`src/rtl/cpu6_scoreboard_pkg.sv`:
```
// cpu6_scoreboard_pkg: register-file geometry macros, types and a one-hot helper shared by the scoreboard
`ifndef CPU6_RFIDX_WIDTH
`define CPU6_RFIDX_WIDTH 5
`endif
`ifndef CPU6_RF_NUM
`define CPU6_RF_NUM 32
`endif
package cpu6_scoreboard_pkg;
  localparam int RFIDX_W = `CPU6_RFIDX_WIDTH;
  localparam int RF_NUM = `CPU6_RF_NUM;
  typedef logic [RFIDX_W-1:0] rfidx_t;
  typedef logic [RF_NUM-1:0] rfvec_t;
  // x0 never produces a bit, so busy[0] can never be set or cleared
  function automatic rfvec_t rf_onehot(input logic en, input rfidx_t idx);
    rf_onehot = (en && idx != '0) ? rfvec_t'(1) << idx : '0;
  endfunction
endpackage

```
`src/rtl/cpu6_sb_outcnt.sv`:
```
// cpu6_sb_outcnt: saturating outstanding-op counter with overflow/underflow error flags
module cpu6_sb_outcnt #(
  parameter int MAXOUT = 4,
  parameter int CNTW = 4
) (
  input  logic            clk,
  input  logic            resetn,
  input  logic            inc,
  input  logic            dec,
  input  logic            dec_ok,
  output logic [CNTW-1:0] cnt,
  output logic            full,
  output logic            ovf,
  output logic            unf
);
  localparam logic [CNTW-1:0] MAXC = CNTW'(MAXOUT);
  logic [CNTW-1:0] cnt_q, cnt_d;
  logic up, dn;
  // a rejected writeback frees no slot; the count pins at 0 and MAXOUT on protocol errors
  always_comb begin
    full = cnt_q == MAXC;
    ovf = inc && full && !dec;
    unf = dec && cnt_q == '0 && !inc;
    up = inc && !(dec && dec_ok);
    dn = dec && dec_ok && !inc;
    cnt_d = (up && !full) ? cnt_q + CNTW'(1) : (dn && cnt_q != '0) ? cnt_q - CNTW'(1) : cnt_q;
  end
  // counter state
  always_ff @(posedge clk or negedge resetn) begin
    if (!resetn) cnt_q <= '0;
    else cnt_q <= cnt_d;
  end
  assign cnt = cnt_q;
endmodule

```
`src/rtl/cpu6_scoreboard.sv`:
```
// cpu6_scoreboard: long-latency write scoreboard and decode stall (CPU6_SB_WBBYPASS_EN enables writeback-to-decode bypass)
module cpu6_scoreboard
  import cpu6_scoreboard_pkg::*;
#(
  parameter int MAXOUT = 4,
  parameter int CNTW = 4
) (
  input  logic                         clk,
  input  logic                         resetn,
  input  logic [`CPU6_RFIDX_WIDTH-1:0] rs1idxD,
  input  logic [`CPU6_RFIDX_WIDTH-1:0] rs2idxD,
  input  logic                         rs1useD,
  input  logic                         rs2useD,
  input  logic [`CPU6_RFIDX_WIDTH-1:0] rdD,
  input  logic                         rdwenD,
  input  logic                         lliD,
  input  logic                         issueE,
  input  logic [`CPU6_RFIDX_WIDTH-1:0] issuerdE,
  input  logic                         wbvalid,
  input  logic [`CPU6_RFIDX_WIDTH-1:0] wbrd,
  output logic                         stallD,
  output logic [`CPU6_RF_NUM-1:0]      busy,
  output logic [CNTW-1:0]              outcnt,
  output logic                         sberr
);
  rfvec_t busy_q, busy_d, pend;
  logic sberr_q, sberr_d, spur, full, ovf, unf, full_haz;
  cpu6_sb_outcnt #(.MAXOUT(MAXOUT), .CNTW(CNTW)) u_outcnt (
    .clk(clk),
    .resetn(resetn),
    .inc(issueE),
    .dec(wbvalid),
    .dec_ok(!spur),
    .cnt(outcnt),
    .full(full),
    .ovf(ovf),
    .unf(unf)
  );
  // set beats clear on the same register; an offending issue or writeback leaves busy untouched
  always_comb begin
    spur = wbvalid && wbrd != '0 && !busy_q[wbrd] && !(issueE && issuerdE == wbrd);
    busy_d = (busy_q & ~rf_onehot(wbvalid && !spur && !unf, wbrd)) | rf_onehot(issueE && !ovf, issuerdE);
    sberr_d = sberr_q || spur || ovf || unf;
  end
  // pending view seen by decode; with the bypass a register retiring this cycle is already readable
  always_comb begin
`ifdef CPU6_SB_WBBYPASS_EN
    pend = busy_q & ~rf_onehot(wbvalid, wbrd);
    full_haz = lliD && full && !wbvalid;
`else
    pend = busy_q;
    full_haz = lliD && full;
`endif
    stallD = (rs1useD && pend[rs1idxD]) || (rs2useD && pend[rs2idxD]) || (rdwenD && pend[rdD]) || full_haz;
  end
  // busy vector and sticky error
  always_ff @(posedge clk or negedge resetn) begin
    if (!resetn) begin
      busy_q <= '0;
      sberr_q <= 1'b0;
    end else begin
      busy_q <= busy_d;
      sberr_q <= sberr_d;
    end
  end
  assign busy = busy_q;
  assign sberr = sberr_q;
endmodule

```
`config.mk`:
```
export PLATFORM = sky130hd
export DESIGN_NAME = cpu6_scoreboard
export DESIGN_NICKNAME = d
export VERILOG_FILES = /design/src/rtl/cpu6_scoreboard_pkg.sv /design/src/rtl/cpu6_sb_outcnt.sv /design/src/rtl/cpu6_scoreboard.sv
export SDC_FILE = /design/constraint.sdc
export NUM_CORES = 1
export LEC_CHECK = 0
export ABC_AREA = 1
export BUFFER_PORTS_ARGS = -buffer_cell sky130_fd_sc_hd__buf_2
export CAP_MARGIN = 20
export CORE_MARGIN = 2
export CORE_UTILIZATION = 30
export CTS_CLUSTER_DIAMETER = 30
export DETAILED_ROUTE_END_ITERATION = 6
export PLACE_DENSITY = 0.54
export SLEW_MARGIN = 5
export SYNTH_ARGS = -nofsm -noshare
export SYNTH_HDL_FRONTEND = slang
export SYNTH_SLANG_ARGS = --single-unit
```
`constraint.sdc`:
```
create_clock -name clk -period 2.75 [get_ports clk]
set_input_delay 0.55 -clock clk [delete_from_list [all_inputs] [get_ports clk]]
set_output_delay 0.55 -clock clk [all_outputs]
set_load 0.1 [all_outputs]
```
==> metrics.md <==
| Metric | Value |
|---|---|
| Initial antenna violation count | `0` |
| Finished Layout Cells | `760` |
| Register area | `961 um^2` |
| CP required | `2.20 ns` |
| Die Area | `11800 um^2` |
| Crit Path Max Fanout | `20` |
| Post-synth EDFFs | `0` |
| Setup_tns | `0 ns` |
| Post-Synthesis Cells | `545` |
| CP max-delay cell | `clkbuf_4` |
| HPWL Detailed | `9980 um` |
| RSZ-0062 raised after global routing | `false` |
| Starting Density | `0.306` |
| Synth area leaders | `dfrtp_1, nand2_1, nand3_1, nor2_1, o21ai_0` |
| PwrDens | `966 nW/um^2` |
| Post-synth ARST share | `1.00` |
| CTS tree | `built` |
| Global route total overflow | `0` |
| Netlist cell types | `33` |
| CORE AREA | `10700 um^2` |
| Worst vdd ir | `751 uV` |
| Synth Register Bits | `37` |
| Routed wire length | `13700 um` |
| Synth top area share | `0.282` |
| DR vias/cell | `5.46` |
| CTS H-tree lvls | `2` |
| Area leader, netlist | `dfrtp_1` |
| Mean Syn Cell Area | `6.03 um^2` |
| Residual DRC count | `0` |
| Most common library cells after synthesis | `nand2_1, nand3_1, nor2_1` |
| Critical path startpoint category | `primary input` |
| Ys Warns | `0` |
| Die W | `109 um` |
| Vias | `4150` |
| CTS max path bufs | `2` |
| Endpoints failing hold | `0` |
| Clk_lat worst skew | `0.30 ns` |
| Clk_skew | `0.00807 ns` |
| Clock edge transition at the registers on the reported setup and hold paths | `0.08 ns` |
| Leakage | `1.94 nW` |
| Cell area after synthesis | `3290 um^2` |
| Wire per inst | `18.1 um` |
| Setup-failing EPs final | `0` |
| Max-cap violation count | `0` |
| Crit-path max cell delay | `0.24 ns` |
| Fmax achieved | `386 MHz` |
| I/O pin total | `71` |
| Arrival time worst endpoint | `2.04 ns` |
| Number of fill cells | `1167` |
| Total GRT Usage | `0.235` |
| Row count | `38` |
| Port bufs | `70` |
| Post-synthesis sequential area ratio | `0.282` |
| Chip height | `109 um` |
| Setup Crit Path Kind | `primary input to primary output` |
| Routability-driven placement congestion ratio | `0.915` |
| Number of global-route vias before repair | `3761` |
| Sink Count | `37` |
| DRT Pass-1 Iters | `7` |
| First-pass GRT wire length | `20900 um` |
| Worst min-delay path class | `primary input to async pin` |
| Crit end category | `primary output` |
| Max_slew headroom | `0.318` |
| Multi-input gate area | `2090 um^2` |
| Top_reg_cell synth | `dfrtp_1` |
| TritonCTS buffer count | `5` |
| Pin count of the biggest net entering global routing | `38` |
| Share of post-route cells with drive strength above 1 | `0.232` |
| Root buffer cell | `clkbuf_8` |
| Min Clock Period, post-route | `2.59 ns` |
| Synth Net Count | `581` |
| Synth-to-Final Area Change | `24.9%` |
| Placed Cells | `748` |
| Inserted Diodes | `0` |
| Worst path cell trace | `clkbuf_4 > clkinvlp_4 > buf_4 > o21ai_0 > o221ai_1 > a31oi_1 > nand2_1 > nand3_1 > nand4_1 > buf_12` |
| Post-DRT Antenna Nets | `0` |
| Final net count | `655` |
| Outcome | `finished clean` |
| Tightest Pin Transition | `1.02 ns` |
| Final Max Tran Viols | `0` |
| Initial DRC count | `507` |
| Most frequent cell after synthesis | `nand2_1` |
| Final Cycle Share | `0.942` |
layer usage:
metal / global-route usage / routed length (um) / up-vias
li1: - / - / 1982
met1: 0.302 / 5670 / 1924
met2: 0.392 / 6410 / 202
met3: 0.0227 / 1030 / 42
met4: 0.123 / 615 / 0
met5: 0 / 0 / -
stage by stage:
| step | utilization | hold WS (ns) | total power [mW] | setup WS (ns) | instance area [um^2] |
|---|---|---|---|---|---|
| 2_1_floorplan | - | 0.254 | 2.73 | -0.0913 | 3390 |
| 3_3_place_gp | 0.366 | 0.455 | 3.36 | 0.104 | 3930 |
| 3_5_place_dp | 0.366 | 0.466 | 3.38 | 0.0374 | 3930 |
| 4_1_cts | 0.378 | 0.395 | 3.97 | 0.127 | 4070 |
| 5_1_grt | 0.382 | 0.435 | 4.16 | 0.0198 | 4100 |
| 6_report | 0.382 | 0.363 | 3.96 | 0.160 | 4100 |
layout by cell type (no fill, tap or decap), types with 4 or more instances in the layout:
cell type and n:
nor2_1 74, dfrtp_2 28, nand3_1 78, o22ai_1 10, buf_2 66, nand2_1 156, dfrtp_1 9, inv_2 4
o21bai_1 4, clkbuf_8 5, a21oi_1 8, o21ai_1 16, o21ai_0 51, o221ai_1 13, buf_12 4, nor3_1 10
inv_1 29, buf_4 22
kinds of logic (layout without fill, tap and decap cells):
family,count (synthesis),after routing,share of synthesized area
adders and majority gates,3,3,0.0137
DFF,37,37,0.282
and+or+nand+nor,326,326,0.417
AOI/OAI and AO/OA,109,109,0.193
xor gates and xnor gates,2,2,0.00533
muxes,2,2,0.00609
buffers and inverters,66,141,0.0837
registers in the layout, indices dropped and copies added, names as in the netlist:
name	count
sberr	1
busy	32
u_outcnt.cnt	4
where the power goes:
part	leakage (nW)	switching (mW)	internal (mW)	total (mW)
logic	1.46	1.84	0.475	2.32
registers	0.412	0.341	0.727	1.07
clock network	0.0681	0.216	0.361	0.577
total	1.94	2.40	1.56	3.96
final cells by class:
class,count,area share
clock buffer,5,0.0168
clock inverter,3,0.0159
inverter,37,0.0354
multi-input combinational,442,0.508
sequential,37,0.234
tap,140,0.0427
timing repair buffer,95,0.146
timing repair inverter,1,0.00122
worst paths after layout:
kind                       slack, ns     start  depth (start not counted)              end
max in group asynchronous       1.79    resetn                          1          busy[6]
setup reg to reg                0.36  busy[12]                         18  u_outcnt.cnt[3]
min in group clk                0.48     sberr                          1            sberr
hold reg to reg                 0.48     sberr                          1            sberr
hold / removal                  0.36    resetn                          1  u_outcnt.cnt[2]
setup / recovery                0.16    rdD[0]                         10           stallD
worst max-delay path: cells and delay by family:
family	cells	cell delay [ns]
AO/OA/AOI/OAI	3	0.40
buffers and inverters	4	0.79
AND/OR/NAND/NOR	3	0.28
timing repair:
action                     CTS  global route
setup endpoints to repair    0             1
resized for setup            0             4
hold buffers                 0             0
buffers inserted             0             3
(Power assumes the default switching activity.)
